==> config.mk <==
export PLATFORM = sky130hd
export DESIGN_NAME = uart_rx_param_core
export DESIGN_NICKNAME = d
export VERILOG_FILES = /design/src/rtl/uart_rx_param_core.sv
export SDC_FILE = /design/constraint.sdc
export NUM_CORES = 1
export LEC_CHECK = 0
export BUFFER_PORTS_ARGS = -buffer_cell sky130_fd_sc_hd__buf_2
export CORE_ASPECT_RATIO = 1.25
export CORE_MARGIN = 1.5
export CORE_UTILIZATION = 30
export CTS_CLUSTER_SIZE = 12
export DETAILED_ROUTE_END_ITERATION = 12
export PLACE_DENSITY_LB_ADDON = 0.2
export SLEW_MARGIN = 20
export SYNTH_ARGS = -nofsm -noshare
export SYNTH_HDL_FRONTEND = slang
export SYNTH_SLANG_ARGS = --single-unit
==> constraint.sdc <==
create_clock -name clk -period 3 [get_ports clk]
set_input_delay 0.45 -clock clk [delete_from_list [all_inputs] [get_ports clk]]
set_output_delay 0.45 -clock clk [all_outputs]
set_load 0.01 [all_outputs]
==> src/rtl/uart_rx_param_core.sv <==
// Oversampling UART receiver with a single held output word and error flags.
// Optional parity bit and check are compiled in by defining UART_RX_PARITY_EN.
module uart_rx_param_core #(
    parameter int CLK_FREQ   = 100000000,
    parameter int BAUDRATE   = 9600,
    parameter int DATA_BITS  = 8,
    parameter int OVERSAMPLE = 16,
    parameter int STOP_BITS  = 1,
    parameter int PARITY_ODD = 0
) (
    input  logic                 clk,
    input  logic                 reset,
    input  logic                 rx,
    input  logic                 rd_ack,
    output logic [DATA_BITS-1:0] data_out,
    output logic                 data_valid,
    output logic                 rx_done_tick,
    output logic                 frame_err,
    output logic                 parity_err,
    output logic                 overrun_err
);

    localparam int DIV_RAW = CLK_FREQ / (BAUDRATE * OVERSAMPLE);
    localparam int DIV     = (DIV_RAW < 1) ? 1 : DIV_RAW;
    localparam int DW      = (DIV > 1) ? $clog2(DIV) : 1;
    localparam int SW      = $clog2(OVERSAMPLE);
    localparam int NW      = $clog2(DATA_BITS + 1);

    localparam logic [DW-1:0] DIV_LAST  = DW'(DIV - 1);
    localparam logic [SW-1:0] MID_TICK  = SW'(OVERSAMPLE / 2 - 1);
    localparam logic [SW-1:0] BIT_TICK  = SW'(OVERSAMPLE - 1);
    localparam logic [NW-1:0] DATA_LAST = NW'(DATA_BITS - 1);
    localparam logic [NW-1:0] STOP_LAST = NW'(STOP_BITS - 1);

    typedef enum logic [2:0] {
        IDLE,
        START,
        DATA,
        PARITY,
        STOP
    } state_e;

    logic                 rx_meta_q;
    logic                 rx_sync_q;
    logic                 rx_prev_q;

    logic [DW-1:0]        div_cnt_q, div_cnt_d;
    logic                 tick;

    state_e               state_q, state_d;
    logic [SW-1:0]        s_cnt_q, s_cnt_d;
    logic [NW-1:0]        n_cnt_q, n_cnt_d;
    logic [DATA_BITS-1:0] shift_q, shift_d;
    logic                 stop_err_q, stop_err_d;
    logic                 frame_done;
    logic                 frame_err_new;

    logic [DATA_BITS-1:0] data_q, data_d;
    logic                 valid_q, valid_d;
    logic                 done_q, done_d;
    logic                 ferr_q, ferr_d;
    logic                 ovr_q, ovr_d;

`ifdef UART_RX_PARITY_EN
    logic                 par_bad_q, par_bad_d;
    logic                 perr_q, perr_d;
`endif

    // Synchroniser and edge-detect history reset to the idle-high line level
    // so that leaving reset never looks like a start edge.
    always_ff @(posedge clk) begin
        if (reset) begin
            rx_meta_q <= 1'b1;
            rx_sync_q <= 1'b1;
            rx_prev_q <= 1'b1;
        end else begin
            // NOTE: non-blocking assignments keep each stage one clock apart.
            rx_meta_q <= rx;
            rx_sync_q <= rx_meta_q;
            rx_prev_q <= rx_sync_q;
        end
    end

    assign tick      = (div_cnt_q == DIV_LAST);
    assign div_cnt_d = tick ? '0 : div_cnt_q + 1'b1;

    always_comb begin
        // NOTE: every output gets a default first so no latch is inferred.
        state_d       = state_q;
        s_cnt_d       = s_cnt_q;
        n_cnt_d       = n_cnt_q;
        shift_d       = shift_q;
        stop_err_d    = stop_err_q;
        frame_done    = 1'b0;
        frame_err_new = 1'b0;
`ifdef UART_RX_PARITY_EN
        par_bad_d     = par_bad_q;
`endif

        case (state_q)
            IDLE: begin
                // Only a falling edge starts a frame; a held-low break does not.
                if (rx_prev_q && !rx_sync_q) begin
                    state_d = START;
                    s_cnt_d = '0;
                end
            end

            START: begin
                if (tick) begin
                    if (s_cnt_q == MID_TICK) begin
                        if (!rx_sync_q) begin
                            state_d = DATA;
                            s_cnt_d = '0;
                            n_cnt_d = '0;
                        end else begin
                            state_d = IDLE;
                        end
                    end else begin
                        s_cnt_d = s_cnt_q + 1'b1;
                    end
                end
            end

            DATA: begin
                if (tick) begin
                    if (s_cnt_q == BIT_TICK) begin
                        s_cnt_d = '0;
                        shift_d = {rx_sync_q, shift_q[DATA_BITS-1:1]};
                        if (n_cnt_q == DATA_LAST) begin
                            n_cnt_d    = '0;
                            stop_err_d = 1'b0;
`ifdef UART_RX_PARITY_EN
                            state_d    = PARITY;
`else
                            state_d    = STOP;
`endif
                        end else begin
                            n_cnt_d = n_cnt_q + 1'b1;
                        end
                    end else begin
                        s_cnt_d = s_cnt_q + 1'b1;
                    end
                end
            end

            PARITY: begin
`ifdef UART_RX_PARITY_EN
                if (tick) begin
                    if (s_cnt_q == BIT_TICK) begin
                        s_cnt_d   = '0;
                        // Mismatch when data plus parity bit has the wrong ones-count parity.
                        par_bad_d = (^shift_q) ^ rx_sync_q ^ (PARITY_ODD != 0);
                        state_d   = STOP;
                    end else begin
                        s_cnt_d = s_cnt_q + 1'b1;
                    end
                end
`else
                state_d = IDLE;
`endif
            end

            STOP: begin
                if (tick) begin
                    if (s_cnt_q == BIT_TICK) begin
                        s_cnt_d = '0;
                        if (!rx_sync_q) begin
                            stop_err_d = 1'b1;
                        end
                        if (n_cnt_q == STOP_LAST) begin
                            frame_done    = 1'b1;
                            frame_err_new = stop_err_q | ~rx_sync_q;
                            n_cnt_d       = '0;
                            state_d       = IDLE;
                        end else begin
                            n_cnt_d = n_cnt_q + 1'b1;
                        end
                    end else begin
                        s_cnt_d = s_cnt_q + 1'b1;
                    end
                end
            end

            default: state_d = IDLE;
        endcase
    end

    always_comb begin
        data_d  = data_q;
        valid_d = valid_q;
        ferr_d  = ferr_q;
        ovr_d   = ovr_q;
        done_d  = 1'b0;
`ifdef UART_RX_PARITY_EN
        perr_d  = perr_q;
`endif

        // Completion wins over acknowledge; a same-cycle ack consumes the old word.
        if (frame_done) begin
            data_d  = shift_q;
            valid_d = 1'b1;
            ferr_d  = frame_err_new;
            ovr_d   = valid_q & ~rd_ack;
            done_d  = 1'b1;
`ifdef UART_RX_PARITY_EN
            perr_d  = par_bad_q;
`endif
        end else if (rd_ack && valid_q) begin
            valid_d = 1'b0;
            ferr_d  = 1'b0;
            ovr_d   = 1'b0;
`ifdef UART_RX_PARITY_EN
            perr_d  = 1'b0;
`endif
        end
    end

    always_ff @(posedge clk) begin
        if (reset) begin
            div_cnt_q  <= '0;
            state_q    <= IDLE;
            s_cnt_q    <= '0;
            n_cnt_q    <= '0;
            shift_q    <= '0;
            stop_err_q <= 1'b0;
            data_q     <= '0;
            valid_q    <= 1'b0;
            done_q     <= 1'b0;
            ferr_q     <= 1'b0;
            ovr_q      <= 1'b0;
`ifdef UART_RX_PARITY_EN
            par_bad_q  <= 1'b0;
            perr_q     <= 1'b0;
`endif
        end else begin
            div_cnt_q  <= div_cnt_d;
            state_q    <= state_d;
            s_cnt_q    <= s_cnt_d;
            n_cnt_q    <= n_cnt_d;
            shift_q    <= shift_d;
            stop_err_q <= stop_err_d;
            data_q     <= data_d;
            valid_q    <= valid_d;
            done_q     <= done_d;
            ferr_q     <= ferr_d;
            ovr_q      <= ovr_d;
`ifdef UART_RX_PARITY_EN
            par_bad_q  <= par_bad_d;
            perr_q     <= perr_d;
`endif
        end
    end

    assign data_out     = data_q;
    assign data_valid   = valid_q;
    assign rx_done_tick = done_q;
    assign frame_err    = ferr_q;
    assign overrun_err  = ovr_q;
`ifdef UART_RX_PARITY_EN
    assign parity_err   = perr_q;
`else
    assign parity_err   = 1'b0;
`endif

endmodule

==> run summary, run 1 <==
chip height: 95.8 um
core area: 6610 um2
HPWL after DPL: 2750 um
num ports: 17
hold depth: 2
Die ar.: 7400 um2
unrepaired setup endpoints after global routing: no
relative slew slack: 56.5%
# DRC: 0
area of the multi-input gates: 1090 um2
PD cells: 506 nW/um2
delay-heaviest family, CP: simple AND/OR/NAND/NOR gates
Post-Layout Cell Count: 337
mean post-synth cell area: 8.65 um2
ANT nets after route: 0
hold crit path type: in -> reg
Avg WL per Cell: 11.7 um
setup_tns: 0 ns
hold-fix buffers at CTS: 0
synth top area cells: dfxtp_1 44%, a21oi_1 5.3%, nor2_1 5.1%
Area Overhead vs Synth: 11.7%
Lkg Pwr: 0.908 nW
pin count of the biggest net entering global routing: 39
status: completed
Req. time, crit path: 3.23 ns
Rows: 33
R2R Path End: n_cnt_q[3]
final setup fails: 0
IR drop worst, VDD: 0.332 mV
Num CTS Buffers: 5
port bufs: 15
Max Cap Viol: 0
Tcrit/Tclk final: 69.1%
NumNets Final: 258
drt pass-1 iters: 4
startpoint types: flop
GPL Wtd Cong: 0.744
Post-Route WL: 3940 um
H-Tree Depth: 2
Final Max Slew Viols: 0
clk_lat worst skew: 0.30 ns
post-synthesis sequential area ratio: 43.6%
post-synth top area share: 43.6%
fillcell total: 731
YS warnings: 0
slowest stage delay, CP: 0.63 ns
Post-synth EDFFs: 0
internal reg-to-reg setup slack: 0.93 ns
Starting DRT DRC Count: 47
Critical Path End Type: flop
Root Driver: clkbuf_8
Least-Margin Pin Slew: 0.652 ns
Initial Util: 31.3%
Reg2Reg Depth: 5
CTS tree: built
area leader, netlist: dfxtp_1
via count: 1637
Worst Min Path Start: rx
commonest cells in the netlist: 45 x dfxtp_1, 28 x nor2_1, 23 x nand2_1
Setup crit start: state_q[0]
Buf/Inv on CP: 0
CP Class: reg -> reg
Cells after DPL: 329
Seq. cell area: 901 um2
Critical Path AT: 2.31 ns
Die X: 77.2 um
vias per std cell: 4.86
GRT Resource Usage Total: 11.8%
final critical-path required period: 2.07 ns
Fmax achieved: 483 MHz
vias in the first global route: 1547
crit-path max FO: 16
most common cell in the synthesized netlist: dfxtp_1
Clock Sink Count: 45
Mapped Area: 2070 um2
n_diodes: 0
clock transition time at the flip-flop clock pins of the worst setup and hold paths: 0.09 ns
Synth Register Bits: 45
grt ovf: 0
post-CTS setup buffer count: 0
clk_skew: 0.00448 ns
antenna violations before repair: 0
layout cells sized above 1: 14.0%
slowest CP cell: dfxtp_1
Syn Nets: 248
post_cts resized: 0
CTS max path bufs: 2
cells along the critical path: or3b_1, a21oi_2, o211ai_2, or4_1, a21oi_1
first-pass GRT wire length: 6970 um
Async S/R FF share, synth: 0%
Unique masters post-synth: 50
worst r2r src: state_q[0]
Gate Count Post-Synth: 239
endpoints failing hold: 0
Worst Hold End: rx_meta_q
ys flop type: dfxtp_1
-- power by group --
part,internal (mW),switching (mW),total [mW]
Combinational,0.0330,0.0493,0.0823
Clock,0.249,0.214,0.464
Sequential,0.606,0.0175,0.623
-- metal layers --
layer,vias up,global-route usage (%),wire length [um]
met2,27,20.2,1910
met4,0,7.42,83
met5,-,0,0
met1,755,14.1,1850
li1,850,-,-
met3,5,1.42,91
-- placed cells by master, fill, tap and decap left out, types with 6 or more instances in the layout --
cell type	netlist	routed
nand3_1	10	10
inv_1	6	6
nor2_1	28	28
o21ai_0	9	9
dfxtp_1	45	45
buf_2	3	15
nand2_1	23	23
mux2i_1	8	8
a21oi_1	22	22
-- sequential cells by signal, summed over array words and instances, names as in the netlist, 3 cells and up --
signal and flops:
shift_q 8, div_cnt_q 10, state_q 3, data_out 8, n_cnt_q 4, s_cnt_q 4
-- final cells by class --
cell class / count / share of cell area, %
clock inverters: 3 / 2.00
multi-input cells: 176 / 47.1
well taps: 87 / 4.71
flip-flops and latches: 45 / 39.0
repair buffers: 15 / 3.25
inverters: 6 / 0.975
clock buffers: 5 / 2.98
-- cell families after synthesis --
family | count (synthesis) | synth area share (%)
and+or+nand+nor | 105 | 27.0
AOI/OAI and AO/OA | 48 | 14.6
buffers and inverters | 18 | 3.81
muxes | 9 | 4.42
other | 1 | 0.181
DFF | 45 | 43.6
adders and majority gates | 5 | 3.03
xor gates and xnor gates | 8 | 3.39
-- worst max-delay path by stage --
stage / cells past startpoint / end / slack [ns]
6_report: 5 / n_cnt_q[3] / 0.93
5_1_grt: 7 / shift_q[7] / 0.72
4_1_cts: 7 / shift_q[1] / 0.90
3_5_place_dp: 7 / shift_q[1] / 0.90
3_3_place_gp: 7 / shift_q[4] / 0.90
2_1_floorplan: 7 / n_cnt_q[3] / 1.14
-- per-stage QoR --
| step | util (%) | setup WS, ns | area, um2 | total power [mW] | hold WS, ns |
|---|---|---|---|---|---|
| after floorplan | - | 1.14 | 2070 | 0.701 | 0.389 |
| after global placement | 33.2 | 0.901 | 2190 | 0.720 | 0.393 |
| after global routing | 35.0 | 0.715 | 2310 | 1.23 | 0.315 |
| after CTS | 35.0 | 0.895 | 2310 | 1.19 | 0.310 |
| after detailed placement | 33.2 | 0.902 | 2190 | 0.718 | 0.398 |
| final | 35.0 | 0.927 | 2310 | 1.17 | 0.328 |
Note: power is estimated with default switching activity, not from simulation.
==> run 2: changes to the inputs <==
clock period = 1.9 ns   (was 3 ns; I/O delays follow)
==> run summary, run 2 (synthesis gave the netlist of run 1 again) <==
slowest stage delay, CP: 0.39 ns
Rows: 33
cells along the critical path: inv_1, ha_1, or3b_4, a22oi_2, o211ai_1, or3_1, a21oi_1
Setup crit start: n_cnt_q[1]
Num CTS Buffers: 5
Sequential Power Share: 48.3%
layout cells sized above 1: 26.0%
# DRC: 0
placed instance area: 2390 um2
Tcrit/Tclk final: 98.3%
Final Instance Area: 2580 um2
Critical Path End Type: flop
Worst Min Path Start: rx
max FFs per register: 10
hold depth: 2
Root Driver: clkbuf_8
GPL Wtd Cong: 0.794
Lkg Pwr: 1.07 nW
Die X: 77.2 um
Clk pwr share: 42.0%
CTS tree: built
via count: 1711
HPWL after DPL: 3060 um
Power Total: 2.02 mW
antenna violations before repair: 0
startpoint types: flop
Avg WL per Cell: 11.9 um
crit-path max FO: 4
slowest CP cell: or3b_4
num ports: 17
Final Max Slew Viols: 0
port bufs: 15
Reg2Reg Depth: 7
Initial Util: 31.3%
endpoints failing hold: 0
ANT nets after route: 0
status: completed
H-Tree Depth: 2
hold crit path type: in -> reg
Switching Share: 22.0%
core area: 6610 um2
GRT Resource Usage Total: 12.0%
Max Cap Viol: 0
PD cells: 782 nW/um2
Critical Path AT: 2.10 ns
Power Internal: 1.57 mW
worst r2r src: n_cnt_q[1]
Clock Sink Count: 45
drt pass-1 iters: 4
net switching power: 444 uW
most flop-heavy register: div_cnt_q
Finished Core Util: 39.1%
most used cells in the layout excluding fill and tap cells: 42 x dfxtp_1, 27 x nor2_1, 26 x buf_4
pin count of the biggest net entering global routing: 24
final setup fails: 0
clk_lat worst skew: 0.29 ns
Req. time, crit path: 2.13 ns
grt ovf: 0
first-pass GRT wire length: 7220 um
vias per std cell: 4.70
NumNets Final: 285
Post-Route WL: 4330 um
CTS max path bufs: 2
Area Overhead vs Synth: 24.8%
n_diodes: 0
vias in the first global route: 1564
Starting DRT DRC Count: 112
final critical-path required period: 1.87 ns
IR drop worst, VDD: 0.551 mV
Die ar.: 7400 um2
Comb power frac: 9.6%
CP Class: reg -> reg
chip height: 95.8 um
hold_ws: 0.174 ns
clock transition time at the flip-flop clock pins of the worst setup and hold paths: 0.08 ns
Fmax achieved: 536 MHz
unrepaired setup endpoints after global routing: yes
clk_skew: 0.00824 ns
hold-fix buffers at CTS: 0
commonest non-fill, non-tap cell in the layout: dfxtp_1
[run 2: area by class of cell]
| class | instances | area [um2] |
|---|---|---|
| clock buffers | 5 | 68.8 |
| repair buffers | 42 | 290 |
| well taps | 87 | 109 |
| multi-input cells | 176 | 1120 |
| flip-flops and latches | 45 | 905 |
| fillers | 710 | 4030 |
| clock inverters | 3 | 65.1 |
| inverters | 6 | 22.5 |
[run 2: per-layer routing]
layer / track usage (%) / vias up / wire length, um
met5: 0 / - / 0
met4: 5.15 / 0 / 72
met1: 14.7 / 778 / 2110
li1: - / 903 / -
met3: 2.56 / 8 / 120
met2: 20.4 / 22 / 2020
[run 2: worst paths after layout]
path                     end  slack (ns)
hold / removal     rx_meta_q        0.17
setup reg to reg  state_q[2]        0.03
hold reg to reg    rx_sync_q        0.42
setup / recovery  state_q[2]        0.03
[run 2: what timing repair did]
item / 4_1_cts / 5_1_grt
buffers inserted: 0 / 3
gates resized for setup: 2 / 10
endpoints found under the setup margin: 3 / 12
pin swaps: 0 / 3
[run 2: power groups by stage]
stage          registers (mW)  clock network (mW)  logic (mW)
6_report                0.975               0.848       0.194
5_1_grt                 0.978               0.914       0.211
4_1_cts                 0.972               0.884       0.183
3_5_place_dp            0.994                   0       0.183
3_3_place_gp            0.995                   0       0.184
2_1_floorplan           0.991                   0       0.115
[run 2: metrics by stage]
stage          cells  setup WS [ns]  TNS (ns)
6_report         364         0.0329         0
3_5_place_dp     353        -0.0475   -0.0782
2_1_floorplan    239         0.0410         0
4_1_cts          361         0.0166         0
5_1_grt          364        -0.0704    -0.179
3_3_place_gp     353        0.00365         0
[run 2: critical path: cells and delay by family, from the launching register on]
family                     cells  cell delay, ns
and+or+nand+nor                2            0.72
buffers and inverters          1            0.07
AOI/OAI and AO/OA              3            0.56
DFF                            1            0.32
adders and majority gates      1            0.14
